**config.mk**
```make
export PLATFORM = sky130hd
export DESIGN_NAME = cpu_control_sequencer
export DESIGN_NICKNAME = d
export VERILOG_FILES = /design/src/rtl/cpu_pkg.sv /design/src/rtl/cpu_instr_decode.sv /design/src/rtl/cpu_control_sequencer.sv
export SDC_FILE = /design/constraint.sdc
export NUM_CORES = 1
export LEC_CHECK = 0
export BUFFER_PORTS_ARGS = -buffer_cell sky130_fd_sc_hd__buf_2
export CAP_MARGIN = 10
export CORE_MARGIN = 2
export CORE_UTILIZATION = 45
export CTS_CLUSTER_DIAMETER = 30
export DETAILED_ROUTE_END_ITERATION = 7
export GPL_TIMING_DRIVEN = 0
export HOLD_SLACK_MARGIN = 0.12
export PLACE_DENSITY = 0.72
export SLEW_MARGIN = 20
export SYNTH_ARGS = -nofsm -noshare
export SYNTH_HDL_FRONTEND = slang
export SYNTH_HIERARCHICAL = 1
export SYNTH_SLANG_ARGS = --single-unit
```
**constraint.sdc**
```tcl
create_clock -name clk -period 1.7 [get_ports clk]
set_input_delay 0.17 -clock clk [delete_from_list [all_inputs] [get_ports clk]]
set_output_delay 0.17 -clock clk [all_outputs]
set_load 0.01 [all_outputs]
```
**src/rtl/cpu_pkg.sv**
```systemverilog
// Shared constants for the 6-bit CPU control path.
// Opcodes, sequencer states and destination-mux select codes.
package cpu_pkg;

    localparam int DATA_W = 6;
    localparam int OP_W   = 3;
    localparam int RA_W   = 3;
    localparam int IR_W   = 2 * DATA_W;

    localparam logic [OP_W-1:0] OP_NOP  = 3'd0;
    localparam logic [OP_W-1:0] OP_ADD  = 3'd1;
    localparam logic [OP_W-1:0] OP_SUB  = 3'd2;
    localparam logic [OP_W-1:0] OP_AND  = 3'd3;
    localparam logic [OP_W-1:0] OP_OR   = 3'd4;
    localparam logic [OP_W-1:0] OP_MOV  = 3'd5;
    localparam logic [OP_W-1:0] OP_ADDI = 3'd6;
    localparam logic [OP_W-1:0] OP_HALT = 3'd7;

    typedef enum logic [2:0] {
        ST_FETCH_HI = 3'd0,
        ST_FETCH_LO = 3'd1,
        ST_DECODE   = 3'd2,
        ST_EXEC     = 3'd3,
        ST_WB       = 3'd4,
        ST_HALT     = 3'd5
    } state_e;

    localparam logic DST_RD = 1'b0;
    localparam logic DST_RT = 1'b1;

endpackage

```
**src/rtl/cpu_instr_decode.sv**
```systemverilog
// Opcode classifier: destination select, write-back need, halt.
// Purely combinational; the sequencer registers what it needs.
module cpu_instr_decode
    import cpu_pkg::*;
(
    input  logic [OP_W-1:0] opcode_i,
    output logic            dst_sel_o,
    output logic            writes_reg_o,
    output logic            is_halt_o
);

    always_comb begin
        dst_sel_o    = (opcode_i == OP_ADDI) ? DST_RT : DST_RD;
        writes_reg_o = (opcode_i != OP_NOP) && (opcode_i != OP_HALT);
        is_halt_o    = (opcode_i == OP_HALT);
    end

endmodule

```
**src/rtl/cpu_control_sequencer.sv**
```systemverilog
// Multi-cycle fetch/decode/execute/write-back sequencer.
// Fetches a 12-bit instruction as two handshaked 6-bit words.
module cpu_control_sequencer
    import cpu_pkg::*;
(
    input  logic              clk,
    input  logic              rst,
    input  logic [DATA_W-1:0] mem_data,
    input  logic              mem_ready,
    output logic              mem_rd,
    output logic              pc_inc,
    output logic [RA_W-1:0]   rd,
    output logic [RA_W-1:0]   rs,
    output logic [RA_W-1:0]   rt,
    output logic [RA_W-1:0]   imm,
    output logic              dst_sel,
    output logic [OP_W-1:0]   alu_op,
    output logic              reg_we,
    output logic              instr_done,
    output logic              halted
);

    state_e          state_q, state_d;
    logic [IR_W-1:0] ir_q, ir_d;
    logic            dst_sel_q, dst_sel_d;
    logic [OP_W-1:0] alu_op_q, alu_op_d;

    logic dec_dst_sel;
    logic dec_writes;
    logic dec_halt;

    cpu_instr_decode u_dec (
        .opcode_i     (ir_q[11:9]),
        .dst_sel_o    (dec_dst_sel),
        .writes_reg_o (dec_writes),
        .is_halt_o    (dec_halt)
    );

    always_ff @(posedge clk or posedge rst) begin
        if (rst) begin
            state_q   <= ST_FETCH_HI;
            ir_q      <= '0;
            dst_sel_q <= DST_RD;
            alu_op_q  <= '0;
        end else begin
            state_q   <= state_d;
            ir_q      <= ir_d;
            dst_sel_q <= dst_sel_d;
            alu_op_q  <= alu_op_d;
        end
    end

    // Strobes are decoded from state so async reset clears them at once.
    always_comb begin
        state_d    = state_q;
        ir_d       = ir_q;
        dst_sel_d  = dst_sel_q;
        alu_op_d   = alu_op_q;
        mem_rd     = 1'b0;
        reg_we     = 1'b0;
        instr_done = 1'b0;
        halted     = 1'b0;
        unique case (state_q)
            ST_FETCH_HI: begin
                mem_rd = 1'b1;
                if (mem_ready) begin
                    ir_d[11:6] = mem_data;
                    state_d    = ST_FETCH_LO;
                end
            end
            ST_FETCH_LO: begin
                mem_rd = 1'b1;
                if (mem_ready) begin
                    ir_d[5:0] = mem_data;
                    state_d   = ST_DECODE;
                end
            end
            ST_DECODE: begin
                dst_sel_d = dec_dst_sel;
                alu_op_d  = ir_q[11:9];
                state_d   = dec_halt ? ST_HALT : ST_EXEC;
            end
            ST_EXEC: begin
                if (dec_writes) begin
                    state_d = ST_WB;
                end else begin
                    instr_done = 1'b1;
                    state_d    = ST_FETCH_HI;
                end
            end
            ST_WB: begin
                reg_we     = 1'b1;
                instr_done = 1'b1;
                state_d    = ST_FETCH_HI;
            end
            ST_HALT: begin
                halted = 1'b1;
            end
            default: begin
                state_d = ST_FETCH_HI;
            end
        endcase
    end

    assign pc_inc  = mem_rd & mem_ready;
    assign rd      = ir_q[8:6];
    assign imm     = ir_q[8:6];
    assign rs      = ir_q[5:3];
    assign rt      = ir_q[2:0];
    assign dst_sel = dst_sel_q;
    assign alu_op  = alu_op_q;

endmodule

```
==> run metrics <==
run status finished clean; YS warnings 6; diode count 0; Worst slew margin 50.76%; Die Ht roughly 50 µm; first-pass GRT wire length ~2.8 mm; CTS Buf Count 3; Post-Syn Instances 77; Post-Synthesis Cell Area 974.7 µm²; DRC viols 0; P&R area growth vs syn 34.92%; Reg2Reg Setup Slack 160 ps; Core ar. 0.002002 mm²; Crit path required time 1530 ps; Buffers on Ports 29; Setup crit start ir_q[9]; htree depth 1; vias 695; FF+latch area roughly 480 µm²; post-synth top area cell dfrtp_1; Hold Vio Cnt, Final 0; Ports 30; Starting Density between 40% and 50%; Crit Path Class flop to primary output; Post-Syn Nets 86; Startpoint Class flop; VDD IR-drop max 0.001132 V; most numerous cell in the Yosys netlist dfrtp_1; worst r2r src state_q[0]; Avg WL per Cell 12.14 µm; f_max approximately 0.62 GHz; DR vias/cell 4.696; initial antenna violation count 0; DRT iter0 DRCs 5; overall routing resource usage 14.82%; Seq/Total Area, Yosys between 40% and 50%; setup TNS 0 ps; Horiz. Die Dim 50.54 µm; fin nets 131; largest net degree at the start of global routing 20; period utilisation layout 95.35%; Pre-antenna DRT Iters 4; Final Wtd Congestion 0.8096; FP Rows 16; Critical Path End Type primary output; CTS clk-pin slew, worst paths roughly 100 ps; top_reg_cell synth dfrtp_1; Setup Viol. Count Final 0; Seq cells post-synth 19; # fillers 157; Max-Cap Viols 0; post-synth cell types 22; total grt overflow 0; Lkg Pwr 0.0006516 µW; asr flop ratio synth 100.0%; RSZ-0062 raised after global routing false; Synth area leaders dfrtp_1, mux2_2, buf_4, mux2_4, nor4b_4; Routed WL 1.796 mm; Min Hold Slack 208.0 ps; Max Root-Sink Buffers 2; Min-Delay Path Class primary input to flop; Detailed Place HPWL 1.269 mm; Slew @ Worst Pin between 700 and 800 ps; clk sinks 19; P per Cell Area 1826 mW/mm²; via count of the first global-routing pass 634; most common library cells after synthesis dfrtp_1, buf_4, mux2_2; top cell type's share of synthesized area around half; post-layout util around two thirds; Hold Startpoint mem_ready; CP arrival 1450 ps; Root Buffer clkbuf_4; worst skew pair latency 290 ps; crit path time final roughly 1600 ps; Avg Inst Size Synth between 10 and 15 µm²; CTS tree done; share of cells above drive strength 1 a little under two thirds; DRT antenna net count 0; max-slew violations 0; worst-path fanout max 4; Setup Skew 5.241 ps; die area between 0.002 and 0.003 mm²; number of synthesized flops with an enable pin 0; multi-input logic area between 400 and 500 µm²
[sequential cells by signal (all words and copies together), names as in the netlist]
register	count
state_q	3
ir_q	12
dst_sel	1
alu_op	3
[worst paths after layout]
check                              to  cells after the start
min in group asynchronous     ir_q[4]                      3
setup reg to reg             ir_q[11]                      3
hold reg to reg               dst_sel                      1
hold / removal             state_q[1]                      3
setup / recovery           instr_done                      5
max in group asynchronous  state_q[2]                      3
[metrics by stage]
step                instance area [µm²]  std cells  setup WS, ps  total power (µW)
finish                             1315        148         79.11              2401
floorplan                         974.7         77         308.6              1705
global route                       1315        148        0.1803              2568
CTS                                1247        143         3.603              2290
detailed placement                 1154        133         167.6              2038
global placement                   1154        133         160.9              1998
[cells by family (layout without fill, tap and decap cells)]
family	count (synthesis)	after routing	synth area share (%)
DFF	19	19	48.78
buffers and inverters	17	61	12.84
muxes	17	17	21.82
AOI/OAI and AO/OA	4	4	2.568
and+or+nand+nor	20	20	13.99
[per-layer routing]
layer	global-route usage [%]	wire length, µm
met4	8.108	13
met2	24.34	955
met3	2.679	56
met1	18.41	771
met5	0	0
[worst max-delay path, stage by stage (launching register included)]
cell	delay, ps
dfrtp_2	450
and3_4	200
nor2_4	120
nor3b_2	50
or2_4	220
buf_6	120
[cell type report]
class	count	area share, %
timing repair buffer	40	19.12
sequential	19	36.35
clock buffer	4	1.998
inverter	2	0.5709
buffer	15	8.944
tap	27	2.569
multi-input combinational	41	30.45
[layout by cell type, fill, tap and decap left out, drive strengths merged]
cell type,n
a21o,1
inv,2
nand2,1
a21oi,2
nand2b,1
clkbuf,4
nor4b,1
dfrtp,19
nor3,3
and3,2
nor2b,1
buf,48
nor2,6
dlygate4sd3,7
mux2i,1
and2,2
nor3b,2
or2,1
mux2,16
o21bai,1
[where the power goes]
part	leakage [µW]	internal [µW]	switching [µW]
sequential	0.000226	672	161
combinational	0.000410	819	531
clock	0.0000150	91.1	127
[repair_timing]
item / CTS / global route
endpoints found under the setup margin: 1 / 1
pin swaps: 0 / 2
setup buffers: 0 / 4
gates resized for setup: 2 / 7
hold endpoints to repair: 27 / 2
hold buffers: 6 / 1
Note: power is estimated with default switching activity, not from simulation.
